## src/rtl/thresh_ctrl_pkg.sv

```systemverilog
// thresh_ctrl_pkg: shared state encodings, fault codes and parameter defaults
// for the threshold_integrator run-control sequencer.
package thresh_ctrl_pkg;
   localparam logic [2:0] IDLE    = 3'd0;
   localparam logic [2:0] RELEASE = 3'd1;
   localparam logic [2:0] ARMING  = 3'd2;
   localparam logic [2:0] RUNNING = 3'd3;
   localparam logic [2:0] HALTED  = 3'd4;
   localparam logic [2:0] FAULT_NONE        = 3'd0;
   localparam logic [2:0] FAULT_OVER_THRESH = 3'd1;
   localparam logic [2:0] FAULT_OVERFLOW    = 3'd2;
   localparam logic [2:0] FAULT_UNDERFLOW   = 3'd3;
   localparam logic [2:0] FAULT_TIMEOUT     = 3'd4;
   localparam int unsigned MIN_WINDOW_LOG2_DFLT = 11;
   localparam int unsigned SETUP_TIMEOUT_DFLT   = 4096;
endpackage

```

## src/rtl/threshold_integrator_ctrl.sv

```systemverilog
// threshold_integrator_ctrl: config validation, arm/setup supervision and first-fault latch for the integrator.
// Optional THRESH_CTRL_FAULT_TIMESTAMP_EN adds the fault_cycles run-cycle counter output.
module threshold_integrator_ctrl
   import thresh_ctrl_pkg::*;
#(
   parameter int unsigned SETUP_TIMEOUT   = SETUP_TIMEOUT_DFLT,
   parameter int unsigned MIN_WINDOW_LOG2 = MIN_WINDOW_LOG2_DFLT
) (
   input  logic        clk,
   input  logic        resetn,
   input  logic [31:0] cfg_window,
   input  logic [14:0] cfg_threshold,
   input  logic        cfg_valid,
   output logic        cfg_ready,
   output logic        cfg_reject,
   input  logic        arm,
   input  logic        disarm,
   input  logic        clear_fault,
   output logic        integ_resetn,
   output logic        integ_enable,
   output logic [31:0] integ_window,
   output logic [14:0] integ_threshold,
   input  logic        integ_setup_done,
   input  logic        integ_over_thresh,
   input  logic        integ_err_overflow,
   input  logic        integ_err_underflow,
   output logic        running,
   output logic        shutdown_req,
   output logic [2:0]  fault_code,
   output logic [2:0]  state_out
`ifdef THRESH_CTRL_FAULT_TIMESTAMP_EN
   ,
   output logic [31:0] fault_cycles
`endif
);
   logic [2:0]  state_q, state_d, fault_q, fault_d;
   logic        loaded_q, loaded_d, reject_q, reject_d;
   logic        resetn_q, resetn_d, enable_q, enable_d;
   logic [31:0] window_q, window_d, timer_q, timer_d;
   logic [14:0] thresh_q, thresh_d;
   logic        idle, cfg_ok, cfg_take, timed_out, any_fault;

   assign idle      = state_q == IDLE;
   assign cfg_ok    = (cfg_window >> MIN_WINDOW_LOG2) != 32'd0;
   assign cfg_take  = idle && cfg_valid && cfg_ok;
   assign timed_out = (SETUP_TIMEOUT != 0) && (timer_q == 32'(SETUP_TIMEOUT - 1));
   assign any_fault = integ_err_overflow || integ_err_underflow || integ_over_thresh;

   always_ff @(posedge clk or negedge resetn) begin
      if (!resetn) state_q <= IDLE;
      else         state_q <= state_d;
   end

   // disarm is tested first everywhere so it wins over setup_done and faults
   always_comb begin
      state_d = state_q;
      fault_d = fault_q;
      unique case (state_q)
         IDLE:    if (arm && (loaded_q || cfg_take)) state_d = RELEASE;
         RELEASE: state_d = disarm ? IDLE : ARMING;
         ARMING: begin
            if (disarm) state_d = IDLE;
            else if (integ_setup_done) state_d = RUNNING;
            else if (timed_out) begin
               state_d = HALTED;
               fault_d = FAULT_TIMEOUT;
            end
         end
         RUNNING: begin
            if (disarm) state_d = IDLE;
            else if (any_fault) begin
               state_d = HALTED;
               fault_d = integ_err_overflow  ? FAULT_OVERFLOW :
                         integ_err_underflow ? FAULT_UNDERFLOW : FAULT_OVER_THRESH;
            end
         end
         HALTED: begin
            if (clear_fault || disarm) begin
               state_d = IDLE;
               fault_d = FAULT_NONE;
            end
         end
         default: state_d = IDLE;
      endcase
   end

   // Integrator controls are registered from the next state so they line up with state_out
   always_comb begin
      loaded_d = loaded_q || cfg_take;
      window_d = cfg_take ? cfg_window : window_q;
      thresh_d = cfg_take ? cfg_threshold : thresh_q;
      reject_d = idle && cfg_valid && !cfg_ok;
      resetn_d = state_d != IDLE;
      enable_d = (state_d == ARMING) || (state_d == RUNNING);
      timer_d  = (state_q == ARMING) ? timer_q + 32'd1 : 32'd0;
   end

   always_ff @(posedge clk or negedge resetn) begin
      if (!resetn) begin
         fault_q  <= FAULT_NONE;
         loaded_q <= 1'b0;
         reject_q <= 1'b0;
         resetn_q <= 1'b0;
         enable_q <= 1'b0;
         window_q <= '0;
         thresh_q <= '0;
         timer_q  <= '0;
      end else begin
         fault_q  <= fault_d;
         loaded_q <= loaded_d;
         reject_q <= reject_d;
         resetn_q <= resetn_d;
         enable_q <= enable_d;
         window_q <= window_d;
         thresh_q <= thresh_d;
         timer_q  <= timer_d;
      end
   end

   assign cfg_ready       = idle;
   assign running         = state_q == RUNNING;
   assign shutdown_req    = state_q == HALTED;
   assign state_out       = state_q;
   assign cfg_reject      = reject_q;
   assign fault_code      = fault_q;
   assign integ_resetn    = resetn_q;
   assign integ_enable    = enable_q;
   assign integ_window    = window_q;
   assign integ_threshold = thresh_q;

`ifdef THRESH_CTRL_FAULT_TIMESTAMP_EN
   logic [31:0] cyc_q, cyc_d;

   always_comb
      cyc_d = (state_q == RELEASE) ? 32'd0 :
              (((state_q == ARMING) || (state_q == RUNNING)) && !(&cyc_q)) ? cyc_q + 32'd1 : cyc_q;

   always_ff @(posedge clk or negedge resetn) begin
      if (!resetn) cyc_q <= '0;
      else         cyc_q <= cyc_d;
   end

   assign fault_cycles = cyc_q;
`endif
endmodule
```

## config.mk

```make
export PLATFORM = sky130hd
export DESIGN_NAME = threshold_integrator_ctrl
export DESIGN_NICKNAME = d
export VERILOG_FILES = /design/src/rtl/thresh_ctrl_pkg.sv /design/src/rtl/threshold_integrator_ctrl.sv
export SDC_FILE = /design/constraint.sdc
export NUM_CORES = 1
export LEC_CHECK = 0
export CAP_MARGIN = 20
export CORE_MARGIN = 2
export CORE_UTILIZATION = 35
export DETAILED_ROUTE_END_ITERATION = 8
export DONT_BUFFER_PORTS = 1
export GPL_ROUTABILITY_DRIVEN = 0
export GPL_TIMING_DRIVEN = 0
export HOLD_SLACK_MARGIN = 0.1
export SLEW_MARGIN = 20
export SYNTH_ARGS = -nofsm -noshare
export SYNTH_HDL_FRONTEND = slang
export SYNTH_SLANG_ARGS = --single-unit
export TNS_END_PERCENT = 30
```

## constraint.sdc

```tcl
create_clock -name clk -period 3.95 [get_ports clk]
set_clock_uncertainty 0.05 [all_clocks]
set_input_delay 0.1975 -clock clk [delete_from_list [all_inputs] [get_ports clk]]
set_output_delay 0.1975 -clock clk [all_outputs]
set_load 0.02 [all_outputs]
```

Word-level counts from Yosys, hierarchy flattened
Cells that the tools add are included.
{"block": "word_totals", "output_inout_bits": 59, "reg_bits": 89}
{"block": "classes", "n_addsub": 1, "n_eq_ne": 13, "mux": 19, "n_reduce_logical": 15}
{"cell": "3-bit two-way mux", "n": 13}
{"cell": "32-bit by 1-bit adder with 32-bit output (second input constant)", "n": 1}
{"cell": "32-bit by 12-bit equality test with 1-bit output (second input constant)", "n": 1}
{"cell": "32-bit two-way mux", "n": 1}
{"cell": "32-bit nonzero test", "n": 1}
{"cell": "3-bit one-hot mux with 5 select lines", "n": 1}
{"cell": "3-bit by 2-bit equality test with 1-bit output (second input constant)", "n": 4}
{"cell": "3-bit one-hot mux with 3 select lines", "n": 1}
{"cell": "2-bit != test (second input constant)", "n": 4}
{"cell": "7-bit AND reduction", "n": 1}
{"cell": "2-bit two-way mux", "n": 3}
{"cell": "3-bit nonzero test", "n": 2}
{"cell": "1-bit logical OR", "n": 5}
{"cell": "1-bit logical AND", "n": 4}
{"cell": "2-bit by 1-bit != test with 1-bit output (second input constant)", "n": 2}
{"cell": "3-bit by 1-bit equality test with 1-bit output (second input constant)", "n": 1}
{"cell": "3-bit equality test (second input constant)", "n": 1}
{"cell": "3-bit zero test", "n": 1}
{"cell": "1-bit zero test", "n": 1}

Longest topological paths before layout
{"block": "depth", "word_depth": 9, "depth_mapped": 7, "ltp_nobuf": 6}

Worst setup path before layout
Ideal clock, no wire load.
{"block": "synth_path", "path_kind": "reg-to-reg", "start": "register state_q[0] (netlist: state_out[0])", "end": "register window_q[0] (netlist: integ_window[0])", "arrival_ns": 1.917, "path_buffers": 3, "stages_incl_launch_ff": 7, "period_less_slack_ns": 2.095, "slack_ns": 1.855, "t_required_ns": 3.772, "cell_sequence": "dfrtp_1 buf_2 nor3_2 o311ai_2 buf_6 buf_6 mux2_1"}
{"block": "synth_via", "elab_chain_len": 3}
{"element": "start: declaration", "line": "threshold_integrator_ctrl.sv:36", "source": "logic [2:0] state_q, state_d, fault_q, fault_d;"}
{"element": "start signal: assignment", "line": "threshold_integrator_ctrl.sv:51", "source": "else state_q <= state_d;"}
{"element": "3-bit zero test", "line": "threshold_integrator_ctrl.sv:43", "source": "assign idle = state_q == IDLE;"}
{"element": "net cfg_ready", "line": "threshold_integrator_ctrl.sv:14", "source": "output logic cfg_ready,"}
{"element": "1-bit logical AND (2 in series)", "line": "threshold_integrator_ctrl.sv:45", "source": "assign cfg_take = idle && cfg_valid && cfg_ok;"}
{"element": "end signal: assignment", "line": "threshold_integrator_ctrl.sv:114", "source": "window_q <= window_d;"}
{"element": "end: declaration", "line": "threshold_integrator_ctrl.sv:39", "source": "logic [31:0] window_q, window_d, timer_q, timer_d;"}
The timed path passes the listed nets, and every way through them passes these cells.
A chain may end at the register's enable or synchronous reset.

Final worst setup path
{"block": "layout_path", "start": "register state_q[0] (netlist: state_out[0])", "end": "register window_q[17] (netlist: integ_window[17])"}
The elaborated chain is that of the path after synthesis.

==> impl_metrics.tcl <==
set metrics [dict create \
    leftover_overflow_at_the_end_of_global_routing 0 \
    crit-reg2reg-capture "integ_window[17]" \
    maximum_clock_frequency_mhz 416 \
    r2r_slack_ns 1.54 \
    timing.critical_path.depth 6 \
    fillCellCount 972 \
    hold_class "in -> reg" \
    arrival_ns 2.56 \
    synth.ff_latch_count 89 \
    cts_made_buffers 9 \
    layout.nets 462 \
    end_kind "flop" \
    sequential_share_of_the_synthesized_area 0.560 \
    max-slew-margin-rel 0.548 \
    critPathTopFamily "simple AND/OR/NAND/NOR gates" \
    first_global_vias 3047 \
    synth-edff-count 0 \
    netlist_instances 337 \
    synthTopCellsByArea "sky130_fd_sc_hd__dfrtp_1 56%, sky130_fd_sc_hd__mux2_2 7.9%, sky130_fd_sc_hd__mux2_1 5.9%, sky130_fd_sc_hd__xnor2_1 4.4%, sky130_fd_sc_hd__nor2_1 3.7%" \
    path_max_fanout 10 \
    cts.reportedPaths.clkPinSlew_ns 0.06 \
    totalNegativeSetupSlack_ns 0 \
    die_height_um 111 \
    maxCapViolCount 0 \
    period_share 0.609 \
    depth_of_the_worst_register_to_register_path 6 \
    overall_track_demand_over_capacity_in_global_routing 0.150 \
    clkLatencyLatePin_ns 0.33 \
    routedWlPerCell_um 15.9 \
    detailedPlacementHpwl_um 5610 \
    h-tree-depth 3 \
    pin_count_of_the_biggest_net_entering_global_routing 90 \
    die_area_sq_mm 0.0122 \
    ys_types 44 \
    criticalPathCategory "reg -> reg" \
    crit_chain "buf_2, nor3_2, o311ai_2, buf_6, buf_6, mux2_1" \
    setup_repair_after_global_routing_missed_its_margin "no" \
    worst_pin_slew_ns 0.674 \
    regToRegStartpoint "state_out[0]" \
    tritoncts "yes" \
    crit_path_largest_cell_delay_ns 0.59 \
    num_vias 2767 \
    power_density_mw_per_mm2 567 \
    commonest_non_fill_non_tap_cell_in_the_layout "sky130_fd_sc_hd__dfrtp_1" \
    total_of_buffers_placed_on_input_and_output_ports 0 \
    synthFlopType "sky130_fd_sc_hd__dfrtp_1" \
    worst_hold_slack_ns 0.140 \
    final_antenna_net_count 0 \
    synth.net_count 395 \
    timing.critical_path.from "state_out[0]" \
    path_buf_inv 3 \
    numPlacedInstances 477 \
    synth.largest_area_cell "sky130_fd_sc_hd__dfrtp_1" \
    post-route-drc-count 0 \
    final_cells 549 \
    synth_top_area_share 0.560 \
    cp-start-kind "flop" \
    area_growth_pct 25.9 \
    peakVddDrop_v 0.000402 \
    ctsRootBufferMaster "sky130_fd_sc_hd__clkbuf_16" \
    postLayoutCoreUtil 0.456 \
    antenna_found_initial 0 \
    coreArea_sq_mm 0.0110 \
    synth.avg_cell_area_sq_um 11.8 \
    endpoint "integ_window[17]" \
    path_common_cell "sky130_fd_sc_hd__buf_6" \
    status "complete, no violations" \
    final-max-slew-violation-count 0 \
    ratio_of_cells_with_drive_above_1_in_the_final_layout 0.159 \
    clock_sink_count 89 \
    antenna_cells 0 \
    initial_core_util 0.362 \
    leakage_nw 2.03 \
    total_wirelength_um 8750 \
    number_of_placement_rows 38 \
    async_reset_ff_frac 1.00 \
    cts_buffer_depth 2 \
    die_w_um 111 \
    grt_first_pass_wirelength_um 15000 \
    finalWorstPathRequiredPeriod_ns 2.41 \
    vias_per_cell 5.04 \
    critPathSlowestCell "sky130_fd_sc_hd__nor3_2" \
    count_of_endpoints_failing_hold_in_the_final_timing_report 0 \
    mostFrequentLayoutCells "89 x sky130_fd_sc_hd__dfrtp_1, 55 x sky130_fd_sc_hd__dlygate4sd3_1, 39 x sky130_fd_sc_hd__nor2_1, 28 x sky130_fd_sc_hd__mux2_2, 22 x sky130_fd_sc_hd__nand2_1" \
    detail_route.first_pass.iterations 4 \
    setup_violations 0 \
    synth.yosys.warnings 0 \
    drt_iter0_markers 126 \
    netlist_area_sq_mm 0.00398 \
    floorplan.io_pins 116 \
    worst_ep_required_time_ns 4.10 \
]
==> power breakdown <==
part	switching [W]	internal (W)	total (W)
Sequential	0.000464	0.00114	0.00161
Combinational	0.000197	0.000250	0.000448
Clock	0.000340	0.000448	0.000788
==> area by class of cell <==
class                      instances  area (sq um)  share of cell area
inverter                          11          41.3             0.00825
timing repair buffer              56           578               0.115
tap                              140           175              0.0350
sequential                        89          2230               0.445
clock buffer                      13           250              0.0500
clock inverter                     3          25.0             0.00500
multi-input combinational        224          1620               0.323
buffer                            13          90.1              0.0180
==> cell families after synthesis <==
family	after synthesis	share of synthesized area
muxes	50	0.141
adders and majority gates	1	0.00315
and+or+nand+nor	125	0.170
DFF	89	0.560
AOI/OAI and AO/OA	23	0.0378
xor gates and xnor gates	25	0.0550
buffers and inverters	24	0.0330
==> per-stage QoR <==
stage          setup slack [ns]  cell area (sq um)  power [W]
2_1_floorplan              1.86               3980    0.00188
3_3_place_gp               1.57               4150    0.00198
3_5_place_dp               1.56               4150    0.00199
4_1_cts                    1.55               5010    0.00286
5_1_grt                    1.47               5010    0.00297
6_report                   1.54               5010    0.00284
==> worst min path at each step <==
stage	slack, ns	end	cells past startpoint	from
6_report	0.14	fault_code[2]	3	integ_setup_done
5_1_grt	0.16	state_out[0]	3	cfg_valid
4_1_cts	0.13	fault_code[2]	3	integ_setup_done
3_5_place_dp	-0.15	integ_window[0]	0	resetn
3_3_place_gp	-0.15	integ_threshold[3]	0	resetn
2_1_floorplan	-0.15	cfg_reject	0	resetn
==> Yosys cell counts, types with 4 or more instances <==
cell type,count
sky130_fd_sc_hd__xor2_1,5
sky130_fd_sc_hd__nor4_1,14
sky130_fd_sc_hd__nor4_2,4
sky130_fd_sc_hd__buf_6,4
sky130_fd_sc_hd__clkbuf_1,4
sky130_fd_sc_hd__mux2_2,28
sky130_fd_sc_hd__mux2_1,21
sky130_fd_sc_hd__o21ai_0,6
sky130_fd_sc_hd__nor2_1,39
sky130_fd_sc_hd__nand4_1,5
sky130_fd_sc_hd__nand2_1,22
sky130_fd_sc_hd__a21oi_1,8
sky130_fd_sc_hd__xnor2_1,20
sky130_fd_sc_hd__dfrtp_1,89
sky130_fd_sc_hd__nand3_1,6
sky130_fd_sc_hd__nor3_1,11
sky130_fd_sc_hd__inv_1,11
==> flip-flops by register name (all words and copies together), names as in the netlist <==
register / flops
integ_window: 32
timer_q: 32
integ_threshold: 15
fault_code: 3
state_out: 3
cfg_reject: 1
integ_enable: 1
integ_resetn: 1
loaded_q: 1
==> per-layer routing <==
layer / GRT usage / up-vias / routed length (um) / share of wire
li1: - / 1311 / - / -
met1: 0.183 / 1360 / 3720 / 0.43
met2: 0.248 / 83 / 4320 / 0.49
met3: 0.0483 / 13 / 599 / 0.068
met4: 0.0567 / 0 / 111 / 0.013
met5: 0 / - / 0 / 0
==> what timing repair did <==
action                                  CTS  global route
gates resized for setup                   0             0
setup buffers                             0             0
hold endpoints to repair                144             0
hold buffers                             56             0
endpoints found under the setup margin    0             0
==> worst reg2reg max path: stages (launching register included) <==
cell                       delay (ns)
sky130_fd_sc_hd__dfrtp_1         0.46
sky130_fd_sc_hd__buf_2           0.21
sky130_fd_sc_hd__nor3_2          0.59
sky130_fd_sc_hd__o311ai_2        0.27
sky130_fd_sc_hd__buf_6           0.21
sky130_fd_sc_hd__buf_6           0.15
sky130_fd_sc_hd__mux2_1          0.34
Note: power is estimated with default switching activity, not from simulation.
